`config.mk`:
```
export PLATFORM = sky130hd
export DESIGN_NAME = mux_layer3_rr
export DESIGN_NICKNAME = d
export VERILOG_FILES = /design/src/rtl/mux_layer3_rr.sv
export SDC_FILE = /design/constraint.sdc
export NUM_CORES = 1
export LEC_CHECK = 0
export CORE_UTILIZATION = 55
export CTS_BUF_LIST = sky130_fd_sc_hd__clkbuf_16
export DETAILED_ROUTE_END_ITERATION = 10
export PLACE_DENSITY = 0.76
export SLEW_MARGIN = 40
export SYNTH_ARGS = -nofsm -noshare
export SYNTH_HDL_FRONTEND = slang
export SYNTH_SLANG_ARGS = --single-unit
```
`constraint.sdc`:
```
create_clock -name clk -period 6.2 [get_ports clk]
set_clock_uncertainty 0.05 [all_clocks]
set_input_delay 1.24 -clock clk [delete_from_list [all_inputs] [get_ports clk]]
set_output_delay 1.24 -clock clk [all_outputs]
set_load 0.05 [all_outputs]
```
`src/rtl/mux_layer3_rr.sv`:
```
// mux_layer3_rr: merges four 4-bit lanes, each buffered in its own FIFO, into
// one registered stream using a round-robin arbiter (at most one word/clock).
// Optional feature macro: DROP_CNT_EN adds the saturating drop_cnt output.
module mux_layer3_rr #(
  parameter int DATA_W     = 4,
  parameter int FIFO_DEPTH = 4,
  parameter int PTR_W      = 2
) (
  input  logic              clk,
  input  logic              reset,
  input  logic [DATA_W-1:0] data_in00,
  input  logic [DATA_W-1:0] data_in01,
  input  logic [DATA_W-1:0] data_in10,
  input  logic [DATA_W-1:0] data_in11,
  input  logic [3:0]        valid_in,
  output logic [DATA_W-1:0] data_out,
  output logic              valid_out,
  output logic [1:0]        lane_out,
  output logic [3:0]        fifo_full,
`ifdef DROP_CNT_EN
  output logic [3:0]        fifo_empty,
  output logic [7:0]        drop_cnt
`else
  output logic [3:0]        fifo_empty
`endif
);

  logic [DATA_W-1:0] lane_data_s [4];
  logic [DATA_W-1:0] mem_q       [4][FIFO_DEPTH];
  logic [PTR_W-1:0]  wr_ptr_q    [4];
  logic [PTR_W-1:0]  rd_ptr_q    [4];
  logic [PTR_W:0]    count_q     [4];
  logic [PTR_W:0]    count_d     [4];
  logic [3:0]        push_s;
  logic [3:0]        drop_s;
  logic [3:0]        pop_s;
  logic              found_s;
  logic [1:0]        sel_s;
  logic [1:0]        rr_ptr_q;
  logic [DATA_W-1:0] data_out_q;
  logic              valid_out_q;
  logic [1:0]        lane_out_q;

  assign lane_data_s[0] = data_in00;
  assign lane_data_s[1] = data_in01;
  assign lane_data_s[2] = data_in10;
  assign lane_data_s[3] = data_in11;

  assign data_out  = data_out_q;
  assign valid_out = valid_out_q;
  assign lane_out  = lane_out_q;

  // Decode full/empty flags from the registered counts; a full lane drops its input.
  always_comb begin
    fifo_full  = 4'h0;
    fifo_empty = 4'h0;
    push_s     = 4'h0;
    drop_s     = 4'h0;
    for (int i = 0; i < 4; i++) begin
      fifo_full[i]  = (count_q[i] == (PTR_W+1)'(FIFO_DEPTH));
      fifo_empty[i] = (count_q[i] == (PTR_W+1)'(0));
      push_s[i]     = valid_in[i] & ~fifo_full[i];
      drop_s[i]     = valid_in[i] &  fifo_full[i];
    end
  end

  // Round-robin search starting at rr_ptr for the first non-empty lane.
  always_comb begin
    found_s = 1'b0;
    sel_s   = rr_ptr_q;
    pop_s   = 4'h0;
    for (int k = 0; k < 4; k++) begin
      if (!found_s && !fifo_empty[rr_ptr_q + k[1:0]]) begin
        found_s = 1'b1;
        sel_s   = rr_ptr_q + k[1:0];
      end else begin
        found_s = found_s;
      end
    end
    if (found_s) begin
      pop_s[sel_s] = 1'b1;
    end else begin
      pop_s = 4'h0;
    end
  end

  // Next occupancy per lane: count += push - pop.
  always_comb begin
    for (int i = 0; i < 4; i++) begin
      count_d[i] = count_q[i];
      case ({push_s[i], pop_s[i]})
        2'b10:   count_d[i] = count_q[i] + (PTR_W+1)'(1);
        2'b01:   count_d[i] = count_q[i] - (PTR_W+1)'(1);
        default: count_d[i] = count_q[i];
      endcase
    end
  end

  // FIFO pointers and counts; reset overrides any push or pop in the same cycle.
  always_ff @(posedge clk) begin
    for (int i = 0; i < 4; i++) begin
      if (reset) begin
        wr_ptr_q[i] <= {PTR_W{1'b0}};
        rd_ptr_q[i] <= {PTR_W{1'b0}};
        count_q[i]  <= {(PTR_W+1){1'b0}};
      end else begin
        if (push_s[i]) wr_ptr_q[i] <= wr_ptr_q[i] + PTR_W'(1);
        if (pop_s[i])  rd_ptr_q[i] <= rd_ptr_q[i] + PTR_W'(1);
        count_q[i] <= count_d[i];
      end
    end
  end

  // FIFO storage; contents survive reset since the pointers alone define validity.
  always_ff @(posedge clk) begin
    for (int i = 0; i < 4; i++) begin
      if (!reset && push_s[i]) begin
        mem_q[i][wr_ptr_q[i]] <= lane_data_s[i];
      end
    end
  end

  // Registered output stage and round-robin pointer update.
  always_ff @(posedge clk) begin
    if (reset) begin
      data_out_q  <= {DATA_W{1'b0}};
      valid_out_q <= 1'b0;
      lane_out_q  <= 2'd0;
      rr_ptr_q    <= 2'd0;
    end else if (found_s) begin
      data_out_q  <= mem_q[sel_s][rd_ptr_q[sel_s]];
      valid_out_q <= 1'b1;
      lane_out_q  <= sel_s;
      rr_ptr_q    <= sel_s + 2'd1;
    end else begin
      data_out_q  <= {DATA_W{1'b0}};
      valid_out_q <= 1'b0;
    end
  end

`ifdef DROP_CNT_EN
  logic [7:0] drop_cnt_q;
  logic [2:0] drop_num_s;
  logic [8:0] drop_sum_s;

  // Number of lanes dropping this cycle and the saturating running total.
  always_comb begin
    drop_num_s = 3'd0;
    for (int i = 0; i < 4; i++) begin
      drop_num_s = drop_num_s + {2'b00, drop_s[i]};
    end
    drop_sum_s = {1'b0, drop_cnt_q} + {6'd0, drop_num_s};
  end

  // Drop counter, saturating at 8'hFF and cleared only by reset.
  always_ff @(posedge clk) begin
    if (reset) begin
      drop_cnt_q <= 8'h00;
    end else if (drop_sum_s > 9'h0FF) begin
      drop_cnt_q <= 8'hFF;
    end else begin
      drop_cnt_q <= drop_sum_s[7:0];
    end
  end

  assign drop_cnt = drop_cnt_q;
`else
  logic unused_drop_s;
  assign unused_drop_s = ^drop_s;
`endif

endmodule

```
Yosys cells after proc, flatten, opt, wreduce, memory -nomap -nowiden
Memory sizes are Yosys's and may differ from the RTL's.
Cells that the tools add are included.
Widths: inputs -> output; s select.
{ "totals": {"regBits": 9, "ram_bits": 92, "in_bits": 22, "output_inout_bits": 15, "wordCells": 185, "n_memories": 4} }
{ "op_classes": {"add_sub_neg": 20, "magnitude_cmp": 15, "n_eq_ne": 12, "n_mux": 81, "bitwise_logic": 26, "reduce_logical": 23} }
{ "mem_list": {"columns": ["name", "words", "word_bits", "rd", "rd_ports_with_merged_regs", "wr", "line_no", "source"], "rows": [
  ["mem_q", 4, 16, 1, 0, 4, "29", "logic [DATA_W-1:0] mem_q [4][FIFO_DEPTH];"],
  ["count_q", 4, 3, 4, 0, 4, "32", "logic [PTR_W:0] count_q [4];"],
  ["rd_ptr_q", 4, 2, 5, 0, 4, "31", "logic [PTR_W-1:0] rd_ptr_q [4];"],
  ["wr_ptr_q", 4, 2, 4, 0, 4, "30", "logic [PTR_W-1:0] wr_ptr_q [4];"]
]} }
{ "ops": {"columns": ["operator", "count"], "rows": [
  ["$mux 16", 4],
  ["$mux 1", 41],
  ["$demux 4 s2", 4],
  ["$mux 4", 7],
  ["$pmux 3 s2", 4],
  ["$mux 2", 11],
  ["$add 2x1->2 const B", 10],
  ["$ge 3x3->1 const B", 5],
  ["$lt 2x3->1 const B", 5],
  ["$not 2->3", 5],
  ["$add 3x1->3 const B", 4],
  ["$eq 3x3->1 const B", 4],
  ["$logic_and 1x1->1", 12],
  ["$logic_not 3->1", 4],
  ["$lt 3x1->1 const B", 4],
  ["$mux 3", 4],
  ["$or 1x1->1", 12],
  ["$sub 3x1->3 const B", 4],
  ["$bmux 1 s2", 4],
  ["$bmux 4 s2", 1],
  ["$eq 2x1->1 const B", 4],
  ["$eq 2x2->1 const B", 4],
  ["$logic_not 1->1", 6],
  ["$not 1->1", 5],
  ["5 further kinds", 9]
]} }

Logic depth before layout (Yosys ltp)
Gate-level depths: netlist of the first run.
{ "logic_depth": {"depth_word": 21, "ltp_mapped": 14, "ltp_nobuf": 13} }

Least setup slack after synthesis of the first run
No wires, ideal clock.
{ "synth_timing": {"kind": "reg2reg", "startpoint": "memory count_q[0][2] in the netlist's numbering", "endpoint": "memory count_q[1][2] in the netlist's numbering", "setup_ns": 0.071, "arrival_time_ns": 3.436, "required_time_ns": 6.079, "path_slack_ns": 2.643, "stages_incl_launch_ff": 14, "path_buffers": 1, "synth_period_minus_slack_ns": 3.557, "cell_sequence": "dfxtp_1 -> nor3_2 -> nor2_1 -> o21ai_1 -> o211ai_2 -> buf_2 -> nand2b_1 -> nor2b_1 -> ha_1 -> inv_1 -> fa_1 -> xor2_1 -> or3_1 -> a21oi_1"} }
{ "synth_rtl": {"columns": ["element", "line_no"], "rows": [
  ["start: declaration", "32"]
]} }

==> results of run 1 <==
-- placed cells by master (no fill, tap or decap), types with 2 or more instances in the layout --
cell	n
inv_1	23
clkbuf_16	9
or3_4	3
o22ai_1	4
and3_1	5
nor3_1	6
buf_4	2
clkinv_4	3
nand2b_1	9
clkdlybuf4s50_1	36
edfxtp_1	80
nand2_1	4
or3_1	5
a21oi_1	11
xor2_1	8
xnor2_1	5
mux2i_1	8
nor3b_1	4
inv_8	2
a211oi_1	2
mux4_2	18
and2_1	20
or2_2	4
dfxtp_1	21
o21ai_0	6
nor2_1	25
fa_1	4
nor4_1	4
ha_1	20
-- worst max-delay path, cell delays in order, from the launching register on --
cell and delay, ps:
dfxtp_1 330, or3_1 440, inv_1 170, clkdlybuf4s50_1 820
-- per-layer routing --
layer / routed length, um / track usage [%] / up-vias
met5: 0 / 0 / -
met3: 362 / 3.90 / 13
met4: 217 / 9.36 / 0
met2: 4490 / 37.1 / 59
li1: - / - / 1244
met1: 3450 / 25.1 / 1226
-- where the power goes --
group	switching [W]	internal [W]	leakage, nW
registers	0.0000747	0.000864	0.927
clock network	0.000254	0.000279	0.140
logic	0.000900	0.000766	0.862
total	0.00123	0.00191	1.93
-- kinds of logic after synthesis --
logic type,Yosys count
flip-flops,101
multiplexers,26
AND/OR/NAND/NOR,92
XOR/XNOR,13
AO/OA/AOI/OAI,29
adder cells (fa/ha/maj),24
buffers and inverters,35
-- stage by stage --
| stage | instance area, um^2 | power, W |
|---|---|---|
| final | 5360 | 0.00314 |
| after global routing | 5360 | 0.00333 |
| after CTS | 5350 | 0.00314 |
| after detailed placement | 5060 | 0.00259 |
| after global placement | 5060 | 0.00255 |
| after floorplan | 4610 | 0.00229 |
-- cell type report --
class / count / area share (%)
clock buffer: 9 / 4.20
multi-input combinational: 184 / 30.7
inverter: 24 / 1.70
tap: 105 / 2.45
timing repair buffer: 39 / 7.28
clock inverter: 6 / 1.07
sequential: 101 / 52.6
-- state kept, by name (all words and copies together) (netlist names) --
register / cells
count_q: 12
data_out: 4
lane_out: 2
mem_q: 64
rd_ptr_q: 8
rr_ptr_q: 2
valid_out: 1
wr_ptr_q: 8
-- worst paths after layout --
check,start,to,slack (ps),cells after the start
setup / recovery,count_q[1][0],fifo_empty[1],2810,3
hold / removal,lane_out[0],lane_out[0],410,2
setup reg to reg,count_q[0][2],count_q[1][2],2840,13
hold reg to reg,lane_out[0],lane_out[0],410,2
==> results_dict.tcl, run 1 <==
set metrics [dict create \
    wl_um 8510 \
    setup_slack_ps 2810 \
    syn_to_final_growth_pct 16.2 \
    tightest_slew_ps 519 \
    initial_core_util_pct 56.4 \
    post-route-drc-count 0 \
    synth.net_count 366 \
    overflow 0 \
    ys_ff_latch 101 \
    grt_max_degree 43 \
    grt_first_pass_wirelength_um 12900 \
    vdd_ir_drop_max_uv 794 \
    cp.required_ps 4910 \
    end_kind "output pin" \
    status "finished, final reports clean" \
    holdWs_ps 412 \
    drv_slew 0 \
    place_congestion 0.812 \
    dp_cells 452 \
    muxShareOfSynthArea_pct 10.5 \
    power_density_mw_per_mm2 585 \
    dp_hpwl_um 6190 \
    syn_avg_cell_area_um2 14.4 \
    period_needed_ps 3390 \
    finalSetupTns_ps 0 \
    rows 33 \
    clk_latency_ps 340 \
    post_cts_buffers 0 \
    hp-class "flip-flop to flip-flop" \
    numCtsBuffers 9 \
    cts.sinks 101 \
    cts-hold-fix-buffers 0 \
    final_cells 468 \
    ys_top_cells_by_count "edfxtp_1, nor2_1, inv_1, dfxtp_1" \
    wl_per_cell_um 18.2 \
    synth_top_family_by_area "simple AND/OR/NAND/NOR gates" \
    async_flop_share_pct 0 \
    max_slew_margin_pct 65.3 \
    synth_edf_count 80 \
    dieArea_mm2 0.00876 \
    grtUsageTotal_pct 21.1 \
    cts_root_buffer "clkbuf_16" \
    nets 405 \
    fmax_mhz 295 \
    synth-compound-area-share_pct 4.23 \
    maxCapViolCount 0 \
    leakage_nw 1.93 \
    rsz0062_at_grt "false" \
    synth_cell_types 38 \
    dp_slack_ps 2630 \
    clockBufferDepth 2 \
    vias_per_cell 5.43 \
    synth_top_area_share_pct 52.1 \
    startpoint_type "flip-flop" \
    postRouteAntennaNets 0 \
    synth.area.top_cells "edfxtp_1, dfxtp_1, mux4_2" \
    clk_pin_slew_worst_paths_ps 70 \
    yosysTopAreaCell "edfxtp_1" \
    fillCellCount 581 \
    yosysWarnings 0 \
    cts.htree.levels 3 \
    crit_arrival_ps 2100 \
    io_buffer_count 36 \
    die-width_um 93.6 \
    yosys.area_share.adder_pct 7.16 \
    io_pins 37 \
    cts_resized 0 \
    cts_tree "yes" \
    num_antenna_cells 0 \
    grt_pass1_vias 2514 \
    via_count 2542 \
    final_util_pct 65.6 \
    postSynthCellCount 320 \
    yosysMostFrequentCell "edfxtp_1" \
    die_height_um 93.6 \
    setup_viol 0 \
    syn_area_mm2 0.00461 \
    first_pass_iters 4 \
    hold_viol 0 \
    synth-xor-area-share_pct 2.47 \
    synthSimpleGateAreaFrac_pct 11.3 \
    synth_seq_area_share_pct 61.2 \
    worstPathMaxFanout 5 \
    synth_ff_type "edfxtp_1" \
    drt_iter0_markers 98 \
    multi_input_area_mm2 0.00164 \
    finalCritPeriodShare_pct 54.7 \
    antenna_found_initial 0 \
    setup.worst_path.class "flip-flop to output pin" \
    drive_above_1_share_pct 13.5 \
    fp.coreArea_mm2 0.00818 \
    seqCellArea_mm2 0.00282 \
]
(Power assumes the default switching activity.)
==> inputs of run 2 (changes only) <==
--- a/config.mk
+++ b/config.mk
@@ -5,10 +5,10 @@
 export SDC_FILE = /design/constraint.sdc
 export NUM_CORES = 1
 export LEC_CHECK = 0
-export CORE_UTILIZATION = 55
+export CORE_UTILIZATION = 52
 export CTS_BUF_LIST = sky130_fd_sc_hd__clkbuf_16
 export DETAILED_ROUTE_END_ITERATION = 10
-export PLACE_DENSITY = 0.76
+export PLACE_DENSITY = 0.75
 export SLEW_MARGIN = 40
 export SYNTH_ARGS = -nofsm -noshare
 export SYNTH_HDL_FRONTEND = slang
==> constraint.sdc (replaced) <==
create_clock -name clk -period 3.1 [get_ports clk]
set_clock_uncertainty 0.05 [all_clocks]
set_input_delay 0.62 -clock clk [delete_from_list [all_inputs] [get_ports clk]]
set_output_delay 0.62 -clock clk [all_outputs]
set_load 0.05 [all_outputs]
==> run 2 against run 1 <==
Effect of this change: hold slack gained 25 ps; sequential power grew 100%; routed wire length grew 0.51%; combinational power grew 110%; worst setup slack lost 2700 ps; critical endpoint is now count_q[0][2]; power grew 110%; first-iteration DRC count grew 41%; largest power group unchanged; design area grew 2.2%.
==> results_dict.tcl, run 2 (synthesis gave the netlist of run 1 again) <==
set metrics [dict create \
    status "finished, final reports clean" \
    startpoint_type "flip-flop" \
    largest_reg_flops 64 \
    grtUsageTotal_pct 20.9 \
    grt_pass1_vias 2608 \
    cts_tree "yes" \
    num_antenna_cells 0 \
    clk_pin_slew_worst_paths_ps 70 \
    final_util_pct 63.5 \
    place_area_mm2 0.00514 \
    initial_core_util_pct 53.4 \
    worstPathMaxFanout 4 \
    cts.sinks 101 \
    crit_arrival_ps 3230 \
    fp.coreArea_mm2 0.00864 \
    hp-class "flip-flop to flip-flop" \
    dp_cells 458 \
    die-width_um 96.2 \
    grt_first_pass_wirelength_um 13300 \
    drv_slew 0 \
    cts-hold-fix-buffers 0 \
    first_pass_iters 7 \
    wl_um 8550 \
    overflow 0 \
    power_density_mw_per_mm2 1210 \
    dp_hpwl_um 6340 \
    rsz0062_at_grt "true" \
    vdd_ir_drop_max_uv 1230 \
    mostFrequentLayoutCell "edfxtp_1" \
    io_buffer_count 36 \
    post-route-drc-count 0 \
    rows 34 \
    place_congestion 0.846 \
    clk_latency_ps 340 \
    wl_per_cell_um 18.0 \
    clockBufferDepth 2 \
    cts_root_buffer "clkbuf_16" \
    tightest_slew_ps 594 \
    vias_per_cell 5.46 \
    cts.htree.levels 3 \
    drive_above_1_share_pct 17.1 \
    maxCapViolCount 0 \
    period_needed_ps 3010 \
    final_cells 476 \
    leakage_nw 1.97 \
    max_slew_margin_pct 60.1 \
    finalSetupTns_ps 0 \
    drt_iter0_markers 138 \
    end_kind "flip-flop" \
    io_pins 37 \
    setup_slack_ps 91.6 \
    die_height_um 96.2 \
    grt_max_degree 27 \
    via_count 2600 \
    postRouteAntennaNets 0 \
    fmax_mhz 332 \
    hold_viol 0 \
    finalCritPeriodShare_pct 97.0 \
    cp.required_ps 3330 \
    dp_slack_ps 115 \
    setup_viol 0 \
    dieArea_mm2 0.00925 \
    nets 409 \
    syn_to_final_growth_pct 18.8 \
    numCtsBuffers 9 \
    setup.worst_path.class "flip-flop to flip-flop" \
    final_cell_mix "edfxtp_1, clkdlybuf4s50_1, nor2_1, inv_1, dfxtp_1" \
    fin_area_mm2 0.00548 \
    antenna_found_initial 0 \
]
run 2: cell types whose count changed in the layout (fill, tap and decap cells not counted), moves of 2 or more:
cell / delta
inv_1: -2
buf_4: +4
nor2_1: -2
clkinvlp_4: +2
clkinv_4: -2
inv_6: +2
ha_1: -2
run 2: path summary, 6_finish.rpt:
path                            slack [ps]     startpoint             to  depth (start not counted)
worst min register to register         440    lane_out[0]    lane_out[0]                          2
worst max register to register          90  count_q[2][0]  count_q[0][2]                         11
worst max-delay path                    90  count_q[2][0]  count_q[0][2]                         11
worst min-delay path                   440    lane_out[0]    lane_out[0]                          2
run 2: critical path: stages (launching register included):
cell	delay, ps
dfxtp_1	330
or3_4	410
o31a_1	310
a21oi_2	170
a2bb2oi_4	240
and3_4	260
ha_4	150
inv_1	50
fa_1	370
xor2_1	150
or3_1	310
a21oi_1	140
run 2: what timing repair did:
item,4_1_cts,5_1_grt
setup endpoints to repair,0,3
hold endpoints to repair,0,0
resized for setup,0,6
setup buffers,0,2
run 2: per-stage QoR:
| step | hold slack, ps | power [W] |
|---|---|---|
| finish | 437 | 0.00662 |
| floorplan | 412 | 0.00475 |
| global route | 473 | 0.00703 |
| CTS | 431 | 0.00654 |
| global placement | 430 | 0.00529 |
| detailed placement | 415 | 0.00537 |
run 2: layout make-up:
cell class                 count  area (um^2)
inverter                      24         98.8
timing repair buffer          43          420
sequential                   101         2820
clock inverter                 7         80.1
tap                          108          135
multi-input combinational    184         1700
fill                         630         3150
clock buffer                   9          225
run 2: per-layer routing:
metal	vias to the layer above	share of wire, %	global-route usage (%)
met5	-	0	0
met4	0	3.4	9.33
met3	19	5.3	6.24
met2	68	51	35.9
met1	1264	40	23.9
li1	1249	-	-
run 2: report_power, final:
part	leakage, nW	internal, W	total (W)	switching [W]
logic	0.888	0.00170	0.00359	0.00189
clock network	0.150	0.000639	0.00114	0.000501
registers	0.927	0.00173	0.00189	0.000159
total	1.97	0.00406	0.00662	0.00255
==> inputs of run 3 (changes only) <==
--- a/config.mk
+++ b/config.mk
@@ -5,10 +5,11 @@
 export SDC_FILE = /design/constraint.sdc
 export NUM_CORES = 1
 export LEC_CHECK = 0
-export CORE_UTILIZATION = 52
+export ABC_AREA = 1
+export CORE_UTILIZATION = 53
 export CTS_BUF_LIST = sky130_fd_sc_hd__clkbuf_16
 export DETAILED_ROUTE_END_ITERATION = 10
-export PLACE_DENSITY = 0.75
+export PLACE_DENSITY = 0.76
 export SLEW_MARGIN = 40
 export SYNTH_ARGS = -nofsm -noshare
 export SYNTH_HDL_FRONTEND = slang
==> run 3 against run 2 <==
Effect of this change: worst setup slack better by 85 ps; hold slack gained 0.76 ps; routed wire length is 35% higher; critical endpoint is now count_q[3][2]; largest cell class unchanged.
==> results_dict.tcl, run 3 <==
set metrics [dict create \
    crit_arrival_ps 3110 \
    final_util_pct 63.4 \
    clk_latency_ps 360 \
    postRouteAntennaNets 0 \
    grtUsageTotal_pct 24.4 \
    fmax_mhz 342 \
    clockBufferDepth 2 \
    syn_area_mm2 0.00530 \
    cp.required_ps 3290 \
    cts_root_buffer "clkbuf_16" \
    die_height_um 102 \
    wl_um 11500 \
    cts_tree "yes" \
    synth_top_family_by_area "simple AND/OR/NAND/NOR gates" \
    place_congestion 0.876 \
    synth.area.top_cells "edfxtp_1, nand2_1, dfxtp_1" \
    status "finished, final reports clean" \
    synth-compound-area-share_pct 5.03 \
    die-width_um 102 \
    yosysMostFrequentCell "nand2_1" \
    nets 685 \
    ys_ff_latch 101 \
    wl_per_cell_um 14.8 \
    synth-xor-area-share_pct 0.661 \
    startpoint_type "flip-flop" \
    hold_viol 0 \
    dp_slack_ps 1.74 \
    dieArea_mm2 0.0104 \
    cts.sinks 101 \
    muxShareOfSynthArea_pct 0 \
    synth_cell_types 33 \
    io_buffer_count 36 \
    mostFrequentLayoutCell "nand2_1" \
    overflow 0 \
    setup_slack_ps 177 \
    cts.htree.levels 3 \
    fillCellCount 836 \
    ys_top_cells_by_count "nand2_1, edfxtp_1, inv_1, nand3_1, nor2_1" \
    synth_edf_count 80 \
    dp_hpwl_um 8670 \
    setup.worst_path.class "flip-flop to flip-flop" \
    fp.coreArea_mm2 0.00973 \
    final_cell_mix "nand2_1, edfxtp_1, inv_1, nand3_1, nor2_1" \
    async_flop_share_pct 0 \
    worstPathMaxFanout 6 \
    tightest_slew_ps 853 \
    first_pass_iters 5 \
    io_pins 37 \
    setup_viol 0 \
    synth.net_count 643 \
    initial_core_util_pct 54.5 \
    yosys.area_share.adder_pct 6.23 \
    numCtsBuffers 9 \
    rows 36 \
    grt_pass1_vias 3842 \
    rsz0062_at_grt "true" \
    via_count 4001 \
    vias_per_cell 5.15 \
    drive_above_1_share_pct 11.8 \
    grt_first_pass_wirelength_um 18500 \
    synth_seq_area_share_pct 53.3 \
    max_slew_margin_pct 42.5 \
    yosysTopAreaCell "edfxtp_1" \
    synthSimpleGateAreaFrac_pct 26.3 \
    maxCapViolCount 0 \
    period_needed_ps 2920 \
    grt_max_degree 25 \
    post-route-drc-count 0 \
    finalCritPeriodShare_pct 94.3 \
    largest_reg_flops 64 \
    synth_ff_type "edfxtp_1" \
    syn_to_final_growth_pct 16.3 \
    postSynthCellCount 597 \
    drv_slew 0 \
    drt_iter0_markers 220 \
    syn_avg_cell_area_um2 8.88 \
    synth_top_area_share_pct 45.3 \
    clk_pin_slew_worst_paths_ps 70 \
    finalSetupTns_ps 0 \
    end_kind "flip-flop" \
    multi_input_area_mm2 0.00207 \
    hp-class "flip-flop to flip-flop" \
    yosysWarnings 0 \
    seqCellArea_mm2 0.00283 \
    antenna_found_initial 0 \
    num_antenna_cells 0 \
]
[run 3: cell type report]
type                            count  share of cell area [%]
Timing Repair Buffer               51                    7.67
Sequential cell                   101                    45.9
Inverter                           83                    5.18
Clock inverter                      7                    1.34
Multi-Input combinational cell    393                    33.6
Tap cell                          133                    2.70
Clock buffer                        9                    3.65
[run 3: path summary, 6_finish.rpt]
kind | startpoint | to | slack [ps] | cells past startpoint
worst min register to register | count_q[2][0] | count_q[2][0] | 440 | 1
worst max register to register | rr_ptr_q[0] | count_q[3][2] | 180 | 20
worst max-delay path | rr_ptr_q[0] | count_q[3][2] | 180 | 20
worst min-delay path | count_q[2][0] | count_q[2][0] | 440 | 1
[run 3: layer usage]
| layer | vias to the layer above | track usage, % | part of all wire (%) |
|---|---|---|---|
| met3 | 30 | 5.20 | 4.2 |
| met2 | 106 | 40.2 | 49 |
| li1 | 2002 | - | - |
| met4 | 0 | 11.8 | 3.2 |
| met5 | - | 0 | 0 |
| met1 | 1863 | 30.6 | 43 |
[run 3: cells by family (layout without fill, tap and decap cells)]
kind of cell,count (synthesis),in the layout
AND/OR/NAND/NOR,315,315
buffers and inverters,103,150
flip-flops,101,101
AO/OA/AOI/OAI,50,50
adder cells (fa/ha/maj),24,24
XOR/XNOR,4,4
[run 3: metrics by stage]
step / area (um^2) / hold WS [ps] / std cells
2_1_floorplan: 5300 / 394 / 597
3_3_place_gp: 5790 / 410 / 760
3_5_place_dp: 5790 / 417 / 760
4_1_cts: 6100 / 426 / 776
5_1_grt: 6160 / 458 / 777
6_report: 6160 / 437 / 777
[run 3: timing repair]
action                                  4_1_cts  5_1_grt
pin swaps                                     0        1
endpoints found under the setup margin        2        7
gates resized for setup                       2       24
hold buffers                                  0        0
setup buffers                                 0        1
hold endpoints to repair                      0        0
[run 3: critical path: stages (launching register included)]
cell and delay (ps):
dfxtp_4 390, buf_4 150, nand2_2 70, nand2_4 100, nand3_2 100, nand2_4 130
nand2_1 110, nand2_1 70, nand2_1 100, nand2_4 100, nand2_4 50, nor2_1 130
inv_2 80, nor2_2 120, ha_1 150, inv_1 90, fa_2 380, a21oi_2 160
o21ai_1 100, o21ai_1 120, a21oi_1 70
Power of run 3 is not shown: default switching activity piles up to over one toggle a cycle in this logic, so the estimate is an artifact.
